`src/rtl/sysu_spi_slave.sv`:
```
// sysu_spi_slave: mode-0 SPI slave with oversampled inputs and a 2-bit cs/rd/wr CPU register port.
module sysu_spi_slave #(
    parameter int         SYNC_STAGES  = 2,
    parameter int         IDLE_TIMEOUT = 255,
    parameter logic [7:0] TX_FILL      = 8'hFF
) (
    input  logic       clk,
    input  logic       rst_n,
    input  logic [1:0] addr,
    input  logic [7:0] in_data,
    output logic [7:0] out_data,
    input  logic       rd,
    input  logic       wr,
    input  logic       cs,
    input  logic       sclk,
    input  logic       mosi,
    input  logic       ss_n,
    output logic       miso,
    output logic       miso_oe,
    output logic       irq
);
    logic [SYNC_STAGES-1:0] sclk_sync_q, mosi_sync_q, ss_sync_q;
    logic       sclk_prev_q;
    logic [7:0] shift_rx_q, shift_rx_d, shift_tx_q, shift_tx_d;
    logic [7:0] rx_data_q, rx_data_d, tx_hold_q, tx_hold_d;
    logic [7:0] idle_cnt_q, idle_cnt_d;
    logic [2:0] bitcnt_q, bitcnt_d;
    logic       rx_valid_q, rx_valid_d, overrun_q, overrun_d;
    logic       tx_empty_q, tx_empty_d, tx_fresh_q, tx_fresh_d, miso_q;
    logic       sclk_s, mosi_s, sel, edge_any, rise, fall, done, abort;
    logic       pop, wr0, ovr_clr, pend, reload;
    logic [7:0] hold_v, rx_byte;

    always_comb begin
        sclk_s   = sclk_sync_q[SYNC_STAGES-1];
        mosi_s   = mosi_sync_q[SYNC_STAGES-1];
        sel      = ~ss_sync_q[SYNC_STAGES-1];
        edge_any = sclk_s ^ sclk_prev_q;
        rise     = sel & sclk_s & ~sclk_prev_q;
        fall     = sel & ~sclk_s & sclk_prev_q & (bitcnt_q != 3'd0);
        abort    = idle_cnt_q == 8'(IDLE_TIMEOUT);
        done     = rise & (bitcnt_q == 3'd7) & ~abort;
        pop      = cs & rd & (addr == 2'd0);
        wr0      = cs & wr & (addr == 2'd0);
        ovr_clr  = cs & wr & (addr == 2'd1) & in_data[2];
        pend     = wr0 | ~tx_empty_q;
        hold_v   = wr0 ? in_data : tx_hold_q;
        // While deselected a freshly loaded hold byte is kept; anything else is refreshed.
        reload   = sel ? (done | abort) : (pend | ~tx_fresh_q);
        rx_byte  = {shift_rx_q[6:0], mosi_s};
        tx_hold_d  = hold_v;
        tx_empty_d = (reload & pend) ? 1'b1 : (wr0 ? 1'b0 : tx_empty_q);
        tx_fresh_d = reload ? pend : (fall ? 1'b0 : tx_fresh_q);
        shift_tx_d = reload ? (pend ? hold_v : TX_FILL) : (fall ? {shift_tx_q[6:0], 1'b0} : shift_tx_q);
        bitcnt_d   = (~sel | abort | done) ? 3'd0 : (rise ? bitcnt_q + 3'd1 : bitcnt_q);
        shift_rx_d = abort ? 8'h00 : (rise ? rx_byte : shift_rx_q);
        rx_data_d  = done ? rx_byte : rx_data_q;
        rx_valid_d = done | (rx_valid_q & ~pop);
        overrun_d  = (done & rx_valid_q & ~pop) | (overrun_q & ~ovr_clr);
        idle_cnt_d = (~sel | (bitcnt_q == 3'd0) | edge_any | abort) ? 8'd0 : idle_cnt_q + 8'd1;
    end

    always_ff @(posedge clk) begin
        if (!rst_n) begin
            sclk_sync_q <= '0;
            mosi_sync_q <= '0;
            ss_sync_q   <= '1;
            sclk_prev_q <= 1'b0;
            shift_rx_q  <= 8'h00;
            shift_tx_q  <= TX_FILL;
            rx_data_q   <= 8'h00;
            tx_hold_q   <= 8'h00;
            idle_cnt_q  <= 8'd0;
            bitcnt_q    <= 3'd0;
            rx_valid_q  <= 1'b0;
            overrun_q   <= 1'b0;
            tx_empty_q  <= 1'b1;
            tx_fresh_q  <= 1'b0;
            miso_q      <= TX_FILL[7];
        end else begin
            sclk_sync_q <= {sclk_sync_q[SYNC_STAGES-2:0], sclk};
            mosi_sync_q <= {mosi_sync_q[SYNC_STAGES-2:0], mosi};
            ss_sync_q   <= {ss_sync_q[SYNC_STAGES-2:0], ss_n};
            sclk_prev_q <= sclk_s;
            shift_rx_q  <= shift_rx_d;
            shift_tx_q  <= shift_tx_d;
            rx_data_q   <= rx_data_d;
            tx_hold_q   <= tx_hold_d;
            idle_cnt_q  <= idle_cnt_d;
            bitcnt_q    <= bitcnt_d;
            rx_valid_q  <= rx_valid_d;
            overrun_q   <= overrun_d;
            tx_empty_q  <= tx_empty_d;
            tx_fresh_q  <= tx_fresh_d;
            miso_q      <= shift_tx_q[7];
        end
    end

    assign miso     = miso_q;
    assign miso_oe  = ~ss_sync_q[SYNC_STAGES-1];
    assign irq      = rx_valid_q | overrun_q;
    assign out_data = ~(cs & rd) ? 8'h00 :
                      (addr == 2'd0) ? rx_data_q :
                      (addr == 2'd1) ? {5'b0, overrun_q, tx_empty_q, rx_valid_q} :
                      (addr == 2'd2) ? {5'b0, bitcnt_q} : 8'h00;
endmodule

```
`config.mk`:
```
export PLATFORM = sky130hd
export DESIGN_NAME = sysu_spi_slave
export DESIGN_NICKNAME = d
export VERILOG_FILES = /design/src/rtl/sysu_spi_slave.sv
export SDC_FILE = /design/constraint.sdc
export NUM_CORES = 1
export LEC_CHECK = 0
export ABC_CLOCK_PERIOD_IN_PS = 3100
export BUFFER_PORTS_ARGS = -buffer_cell sky130_fd_sc_hd__buf_2
export CAP_MARGIN = 0
export CORE_ASPECT_RATIO = 1.5
export CORE_MARGIN = 3
export CORE_UTILIZATION = 50
export CTS_CLUSTER_SIZE = 10
export DETAILED_ROUTE_END_ITERATION = 16
export PLACE_DENSITY = 0.77
export SYNTH_ARGS = -nofsm -noshare
export SYNTH_HDL_FRONTEND = slang
export SYNTH_SLANG_ARGS = --single-unit
```
`constraint.sdc`:
```
create_clock -name clk -period 3.1 [get_ports clk]
set_clock_uncertainty 0.05 [all_clocks]
set_input_delay 0.62 -clock clk [delete_from_list [all_inputs] [get_ports clk]]
set_output_delay 0.62 -clock clk [all_outputs]
set_load 0.005 [all_outputs]
```
==> metrics.txt <==
Core Area=4350 um^2; Pleak=1.06 nW; Comb pwr share=0.055; die width=61.5 um; Net Sw Frac=0.239; RSZ-0062 raised after global routing=no; share of cells above drive strength 1=0.180; P&R area growth vs syn=11.3%; Hold Vio Cnt, Final=0; Net Sw Power=283 uW; critical path capture point type=primary output; CP required=2.43 ns; Synth area leaders=dfxtp_1 47%, mux2i_1 11%, nor2_1 6.0%, a221o_1 3.0%, and2_1 2.7%; synth cell count leaders=54 x dfxtp_1, 37 x nor2_1, 25 x mux2i_1, 12 x nand2_1, 10 x and2_1; total setup buffers inserted after CTS=0; Nets=288; Power Density=461 nW/um^2; first-pass GRT wire length=6.76 mm; vias in the first global route=1,649; Final Util=0.590; asr flop ratio synth=0; total CTS buffers=5; Final ANT Viol Nets=0; launch point of the worst hold path=ss_sync_q[0]; worst path arrival time=1.58 ns; n_diodes=0; clk_lat worst skew=0.31 ns; power share of the sequential group=0.599; Clk pwr share=0.346; Routed WL per cell=13.3 um; GRT Util Overall=0.163; FP Rows=29; largest net degree at the start of global routing=27; Top FF cell, synth=dfxtp_1; Netlist cell types=43; syn avg cell area=9.66 um^2; drt first pass iters=4; Slew Limit Fails=0; max-cap viol count=0; cell count after synthesis=239; die area=5490 um^2; register area share after synthesis=0.468; initial antenna violation count=0; Initial Util=0.530; R2R Path Start=idle_cnt_q[0]; leading cell type by number of instances after synthesis=dfxtp_1; FMAX=445 MHz; Final Cycle Share=0.726; total grt overflow=0; Starting DRT DRC Count=84; Sum Neg Setup Slack=0 ns; Min Hold Slack=0.372 ns; Synth area leader=dfxtp_1; root buffer cell=clkbuf_8; Fillers=382; DP HPWL=3.12 mm; WL final=4.17 mm; H-tree depth=2; die height=89.2 um; number of synthesized flops with an enable pin=0; via count=1,697; Max FO, Critical Path=7; CTS Buffer Depth=2; Clock transition at path regs=0.10 ns; DR vias/cell=5.42; Syn Std Cell Area=2310 um^2; Seq cells post-synth=54; CTS Hold Bufs=0; PostCTS Resize Cnt=0; status=finished clean; Ports=29; CTS tree=built; IO Port Bufs=28; GPL Wtd Cong=0.802; Syn Nets=261; maximum VDD drop=0.000364 V; Internal Power=902 uW; Final setup violation count=0; Slew HR=0.586; Hold Crit Class=register to register; # clock sinks=54; post-synth top area share=0.468; number of synthesis warnings=0; Worst-Margin Slew=0.621 ns; Worst Setup Path Type=primary input to primary output; Worst setup SP type=primary input; worst setup path startpoint=cs; final worst path period need=2.25 ns; number of remaining DRC errors=0
worst paths after layout:
kind	end	slack (ns)	depth (start not counted)
min reg2reg	ss_sync_q[1]	0.37	1
max	out_data[3]	0.85	5
max reg2reg	shift_tx_q[3]	0.92	5
min	ss_sync_q[1]	0.37	1
critical path: stages:
cell	delay [ns]
buf_2	0.13
nand2_1	0.11
nor3_1	0.42
and2_1	0.20
buf_2	0.11
cell usage in the layout (no fill, tap or decap), types with 3 or more instances in the layout:
cell type,n
dfxtp_1,54
nor2_1,37
buf_2,28
mux2i_1,25
nand2_1,12
and2_1,10
a21oi_1,9
nand3_1,9
inv_1,7
a221o_1,7
a22o_1,6
nor2b_1,5
nand2b_1,5
clkbuf_8,5
xnor2_1,4
ha_1,4
buf_4,4
nand4_1,3
o21ai_0,3
xor2_1,3
cells by family (layout without fill, tap and decap cells):
group	after synthesis	count (layout)	share of synthesized area
AO/OA/AOI/OAI	35	35	0.114
XOR/XNOR	7	7	0.0266
adder cells (fa/ha/maj)	4	4	0.0217
buffers and inverters	20	48	0.0428
flip-flops	54	54	0.468
multiplexers	25	25	0.108
AND/OR/NAND/NOR	94	94	0.218
registers in the layout (all words and copies together), names as in the netlist, 2 cells and up:
signal	count
bitcnt_q	3
idle_cnt_q	8
mosi_sync_q	2
rx_data_q	8
sclk_sync_q	2
shift_rx_q	7
shift_tx_q	8
ss_sync_q	2
tx_hold_q	8
metrics by stage:
stage / std cells / cell area (um^2) / total power [mW] / worst slack, ns
4_1_cts: 313 / 2570 / 1.20 / 0.811
3_5_place_dp: 305 / 2470 / 0.792 / 0.813
3_3_place_gp: 305 / 2470 / 0.791 / 0.791
5_1_grt: 313 / 2570 / 1.23 / 0.691
6_report: 313 / 2570 / 1.19 / 0.851
2_1_floorplan: 239 / 2310 / 0.770 / 1.09
cell type report:
class | count | area, um^2 | area share
multi-input combinational | 165 | 1130 | 0.442
tap | 46 | 57.6 | 0.0224
timing repair buffer | 32 | 170 | 0.0662
clock buffer | 5 | 68.8 | 0.0268
sequential | 54 | 1080 | 0.421
inverter | 8 | 30.0 | 0.0117
clock inverter | 3 | 27.5 | 0.0107
per-layer routing:
| layer | vias to the layer above | share of wire | global-route usage | routed length, um |
|---|---|---|---|---|
| met5 | - | 0 | 0 | 0 |
| met4 | 0 | 0.028 | 0.0811 | 118 |
| met3 | 10 | 0.020 | 0.0390 | 82 |
| met2 | 19 | 0.53 | 0.303 | 2200 |
| met1 | 786 | 0.42 | 0.162 | 1770 |
| li1 | 882 | - | - | - |
power by group through the flow:
stage               sequential (mW)  combinational, mW  clock (mW)
finish                        0.710             0.0650       0.410
detailed placement            0.726             0.0658           0
CTS                           0.710             0.0661       0.421
global placement              0.726             0.0647           0
floorplan                     0.725             0.0449           0
global route                  0.712             0.0726       0.447
No activity file was read; power rests on OpenSTA's default activity.
